===== config.mk =====
export PLATFORM = sky130hd
export DESIGN_NAME = bus_arbiter
export DESIGN_NICKNAME = d
export VERILOG_FILES = /design/src/rtl/bus_arbiter.sv
export SDC_FILE = /design/constraint.sdc
export NUM_CORES = 1
export LEC_CHECK = 0
export CAP_MARGIN = 20
export CORE_MARGIN = 1
export CORE_UTILIZATION = 23
export DETAILED_ROUTE_END_ITERATION = 8
export PLACE_DENSITY = 0.91
export SYNTH_ARGS = -nofsm -noshare
export SYNTH_HDL_FRONTEND = slang
export SYNTH_SLANG_ARGS = --single-unit

===== constraint.sdc =====
create_clock -name clk -period 2.49 [get_ports clk]
set_input_delay 0.747 -clock clk [delete_from_list [all_inputs] [get_ports clk]]
set_output_delay 0.747 -clock clk [all_outputs]
set_load 0.01 [all_outputs]

===== src/rtl/bus_arbiter.sv =====
// bus_arbiter: two-master bus arbiter with one-cycle grant latency,
// last-grant tie breaking and a bounded hold time under contention.
//
// Ports:
//   clk, reset                    single clock, synchronous active-high reset
//   m0_req/m1_req                 bus requests from master 0 / master 1
//   m0_wr/m1_wr                   write enables from the masters
//   m0_address/m1_address [AW]    addresses from the masters
//   m0_dout/m1_dout [DW]          write data from the masters
//   m0_grant/m1_grant             registered grants
//   m_req, m_wr, m_address, m_dout  muxed request/command of the granted master
//                                   toward the address decoder (0 when idle)
module bus_arbiter #(
  parameter int AW       = 16,
  parameter int DW       = 32,
  parameter int HOLD_MAX = 16
) (
  input  logic          clk,
  input  logic          reset,
  input  logic          m0_req,
  input  logic          m1_req,
  input  logic          m0_wr,
  input  logic          m1_wr,
  input  logic [AW-1:0] m0_address,
  input  logic [AW-1:0] m1_address,
  input  logic [DW-1:0] m0_dout,
  input  logic [DW-1:0] m1_dout,
  output logic          m0_grant,
  output logic          m1_grant,
  output logic          m_req,
  output logic          m_wr,
  output logic [AW-1:0] m_address,
  output logic [DW-1:0] m_dout
);

  localparam int CW = (HOLD_MAX > 1) ? $clog2(HOLD_MAX) : 1;
  localparam logic [CW-1:0] HOLD_LAST = CW'(HOLD_MAX - 1);

  typedef enum logic [1:0] {
    IDLE   = 2'd0,
    GRANT0 = 2'd1,
    GRANT1 = 2'd2
  } state_t;

  state_t        state;
  state_t        next;
  logic [CW-1:0] hold_cnt;
  logic          last_grant;
  logic          sel0;
  logic          sel1;

  always_comb begin
    next = state;
    case (state)
      IDLE: begin
        // last_grant resets to 1, so master 0 wins the first tie.
        if (m0_req && m1_req) next = last_grant ? GRANT0 : GRANT1;
        else if (m0_req)      next = GRANT0;
        else if (m1_req)      next = GRANT1;
      end
      GRANT0: begin
        if (!m0_req)                               next = m1_req ? GRANT1 : IDLE;
        else if (m1_req && (hold_cnt == HOLD_LAST)) next = GRANT1;
      end
      GRANT1: begin
        if (!m1_req)                               next = m0_req ? GRANT0 : IDLE;
        else if (m0_req && (hold_cnt == HOLD_LAST)) next = GRANT0;
      end
      default: next = IDLE;
    endcase
  end

  // State, grants, hold counter and last_grant all register together;
  // the counter restarts on any state change and saturates while staying.
  always_ff @(posedge clk) begin
    if (reset) begin
      state      <= IDLE;
      hold_cnt   <= '0;
      last_grant <= 1'b1;
      m0_grant   <= 1'b0;
      m1_grant   <= 1'b0;
    end else begin
      state    <= next;
      m0_grant <= (next == GRANT0);
      m1_grant <= (next == GRANT1);
      if (next == IDLE || next != state) hold_cnt <= '0;
      else if (hold_cnt != HOLD_LAST)    hold_cnt <= hold_cnt + 1'b1;
      if (next == GRANT0 && state != GRANT0) last_grant <= 1'b0;
      if (next == GRANT1 && state != GRANT1) last_grant <= 1'b1;
    end
  end

  // Downstream outputs are forced quiet while reset is high, even if the
  // state register still holds a grant from before reset was raised.
  assign sel0 = (state == GRANT0) && !reset;
  assign sel1 = (state == GRANT1) && !reset;

  always_comb begin
    m_req     = (sel0 & m0_req) | (sel1 & m1_req);
    m_wr      = 1'b0;
    m_address = '0;
    m_dout    = '0;
    if (sel0) begin
      m_wr      = m0_wr & m_req;
      m_address = m0_address;
      m_dout    = m0_dout;
    end else if (sel1) begin
      m_wr      = m1_wr & m_req;
      m_address = m1_address;
      m_dout    = m1_dout;
    end
  end

endmodule


==> impl_metrics.py <==
metrics = {
    "run_status": {
        "status": "finished, final reports clean",
    },
    "pwr": {
        "power_density_nw_per_um2": 260.4,
        "p_comb_share_pct": 54.1,
        "pwr-share-seq_pct": 22.0,
        "leakagePower_nw": 1.253,
        "power.total_w": 0.0007150,
        "switching_share_pct": 27.68,
        "p_int_w": 0.0005170,
        "switchingPower_w": 0.0001979,
        "p_clk_share_pct": 23.9,
        "ir_drop_mv": 0.3199,
    },
    "floorplanning": {
        "io_pins": 154,
        "row_count": 23,
        "die_x_um": 68.83,
        "initial_utilization_pct": 24.79,
        "die_area_um2": 4738,
        "die_y_um": 68.83,
        "core_um2": 4144,
    },
    "drt": {
        "finalWirelength_mm": 6.304,
        "drtAntennaViolNets": 0,
        "drc_errors": 0,
        "drt-pass1-iter-count": 4,
        "viasPerCell": 5.206,
        "vias": 1765,
        "wire_per_inst_um": 18.60,
        "drtIter0Drc": 67,
    },
    "critical_path": {
        "r2r-end": "state[1]$_SDFF_PP0_",
        "rr_startpoint": "hold_cnt[0]$_SDFFE_PP0P_",
        "cp_data_required_time_ps": 1740,
        "ff2ff_path_depth": 4,
        "cp.arrival_ps": 1700,
        "crit_start": "reset",
        "end_kind": "output port",
        "reg2reg_slack_ps": 820,
        "critPathBufInv": 4,
        "cp_max_fo": 8,
        "cp_cell_sequence": "buf_8 > nor3b_4 > buf_6 > buf_12 > a21oi_4 > o21ai_1 > buf_2",
        "cpPeakStageDelay_ps": 200,
        "cp_top_family": "buffers and inverters",
        "slowest_stage": "nor3b_4",
        "path_class": "in2out",
        "crit_cells": 7,
        "startpoint_type": "input pin",
    },
    "synthesis": {
        "yosys.area_share.simple_pct": 17.17,
        "synth_xor_area_share_pct": 0,
        "synthTopCellsByCount": "48 x a22o_1, 16 x buf_2, 9 x dfxtp_1, 4 x nand4_1, 4 x nor2_1",
        "ys_ff_latch": 9,
        "synth_compound_area_share_pct": 54.20,
        "synth_area_leaders": "a22o_1 41%, dfxtp_1 18%, buf_2 7.8%",
        "synth_top_family_by_area": "compound AO/OA/AOI/OAI gates",
        "synth_cell_types": 32,
        "synth.largest_area_cell": "a22o_1",
        "ys_warn_count": 0,
        "yosysMostFrequentCell": "a22o_1",
        "synth.cell_area_um2": 1027,
        "avgSynthCellArea_um2": 8.490,
        "synth-main-ff-cell": "dfxtp_1",
        "ys_seq_area_share_pct": 17.54,
        "muxShareOfSynthArea_pct": 0.9744,
        "syn-num-nets": 224,
        "synthAdderAreaFrac_pct": 1.218,
        "synth_top_area_share_pct": 40.93,
        "synth_edf_count": 0,
        "postSynth.asyncResetShare_pct": 0,
        "synthCells": 121,
    },
    "clock_network": {
        "cts.sinks": 9,
        "cts_buffers": 3,
        "clockBufferDepth": 2,
        "clk_latency_ps": 230,
        "tritoncts": "yes",
        "clk_pin_slew_ps": 40,
        "htree_levels": 1,
        "cts_root_buffer": "clkbuf_8",
        "postCtsHoldBufs": 0,
    },
    "sta": {
        "period_minus_slack_ps": 2449,
        "max_slew.worst_pin.slew_ps": 356.5,
        "finalSetupViolCount": 0,
        "rsz0062_at_grt": "yes",
        "drv_slew": 0,
        "min_period_over_period_pct": 98.36,
        "hold_viol": 0,
        "fmax_mhz": 408.3,
        "fin_skew_ps": 1.786,
        "relSlewSlack_pct": 76.17,
    },
    "placement": {
        "dp_hpwl_mm": 4.356,
        "place_congestion": 0.7960,
        "dp_cells": 319,
        "port_buffers": 153,
    },
    "flow_run": {
        "drv_cap": 0,
    },
    "min_path": {
        "holdPathStages": 2,
        "hp-class": "reg2reg",
        "min_from": "last_grant$_SDFFE_PP1P_",
        "min_to": "last_grant$_SDFFE_PP1P_",
    },
    "layout": {
        "syn2layout_area_growth_pct": 167.2,
        "fin_nets": 393,
        "antennaDiodeCount": 0,
        "fin_cells": 339,
        "drive_gt1_share_pct": 31.83,
    },
    "grt": {
        "antenna_found_initial": 0,
        "track_usage_pct": 22.95,
        "grt_pass1_wl_mm": 8.066,
        "grt_overflow_total": 0,
        "grt_max_degree": 18,
        "grt_pass1_vias": 1609,
    },
}
power by group through the flow:
stage	clock network, W	registers, W	logic, W
4_1_cts	0.000176	0.000157	0.000377
3_5_place_dp	0	0.000160	0.000376
6_report	0.000171	0.000157	0.000387
5_1_grt	0.000180	0.000158	0.000409
2_1_floorplan	0	0.000158	0.000113
3_3_place_gp	0	0.000159	0.000373
worst max path at each step:
stage                            end  slack [ps]
after floorplan                 m_wr         120
after global placement         m_req        -860
after detailed placement  m_dout[22]        -840
after CTS                  m_dout[9]         -70
after global routing            m_wr         -30
final                           m_wr          40
layer usage:
metal | track usage [%] | share of wire [%]
met2 | 41.54 | 51
met5 | 0 | 0
met4 | 9.184 | 1.5
met3 | 2.961 | 8.5
met1 | 27.08 | 39
what timing repair did:
| action | in CTS | in global routing |
|---|---|---|
| endpoints found under the setup margin | 50 | 39 |
| gates cloned | 5 | 3 |
| pin swaps | 3 | 5 |
| buffers inserted | 7 | 2 |
| resized for setup | 218 | 12 |
per-stage QoR:
stage               hold WS, ps  utilization (%)  instance area, um^2  setup WS, ps  TNS (ps)
floorplan                 493.0                -                 1027         116.6         0
CTS                       534.5            64.79                 2685        -65.11    -65.11
global route              590.6            66.24                 2745        -34.56    -34.56
detailed placement        524.8            64.07                 2655        -844.2    -37990
global placement          510.2            64.07                 2655        -859.8    -37380
finish                    530.4            66.24                 2745         40.83         0
final cells by class:
| class | instances | area (um^2) |
|---|---|---|
| timing repair buffer | 180 | 1640 |
| fill | 346 | 1399 |
| multi-input combinational | 93 | 805.8 |
| tap | 50 | 62.56 |
| sequential | 9 | 180.2 |
| inverter | 3 | 11.26 |
| clock buffer | 4 | 45.04 |
state kept, by name, summed over array words and instances, names as in the netlist:
name,cells
m1_grant,1
m0_grant,1
hold_cnt,4
last_grant,1
state,2
tightest hold or removal path, cell delays in order, from the launching register on:
cell	delay [ps]
dfxtp_1	360
a21oi_1	80
o311ai_1	60
cells by family after synthesis:
group           Yosys count
buf+inv                  19
fa+ha+maj                 1
mux                       1
compound gates           65
simple gates             26
flops                     9
layout by cell type (no fill, tap or decap), types with 2 or more instances in the layout:
cell type / instances
clkdlybuf4s50_1: 101
buf_2: 48
a22o_1: 47
buf_4: 12
dfxtp_1: 9
buf_6: 6
nand4_1: 4
nor2_1: 4
buf_8: 4
inv_1: 3
nor3_1: 3
clkbuf_8: 3
clkbuf_16: 3
nor3b_4: 2
nand2_1: 2
nand3_2: 2
o21ai_1: 2
a21o_1: 2
a2111oi_2: 2
nand2b_1: 2
a2111oi_1: 2
buf_12: 2
Power figures use the tool's default switching activity.
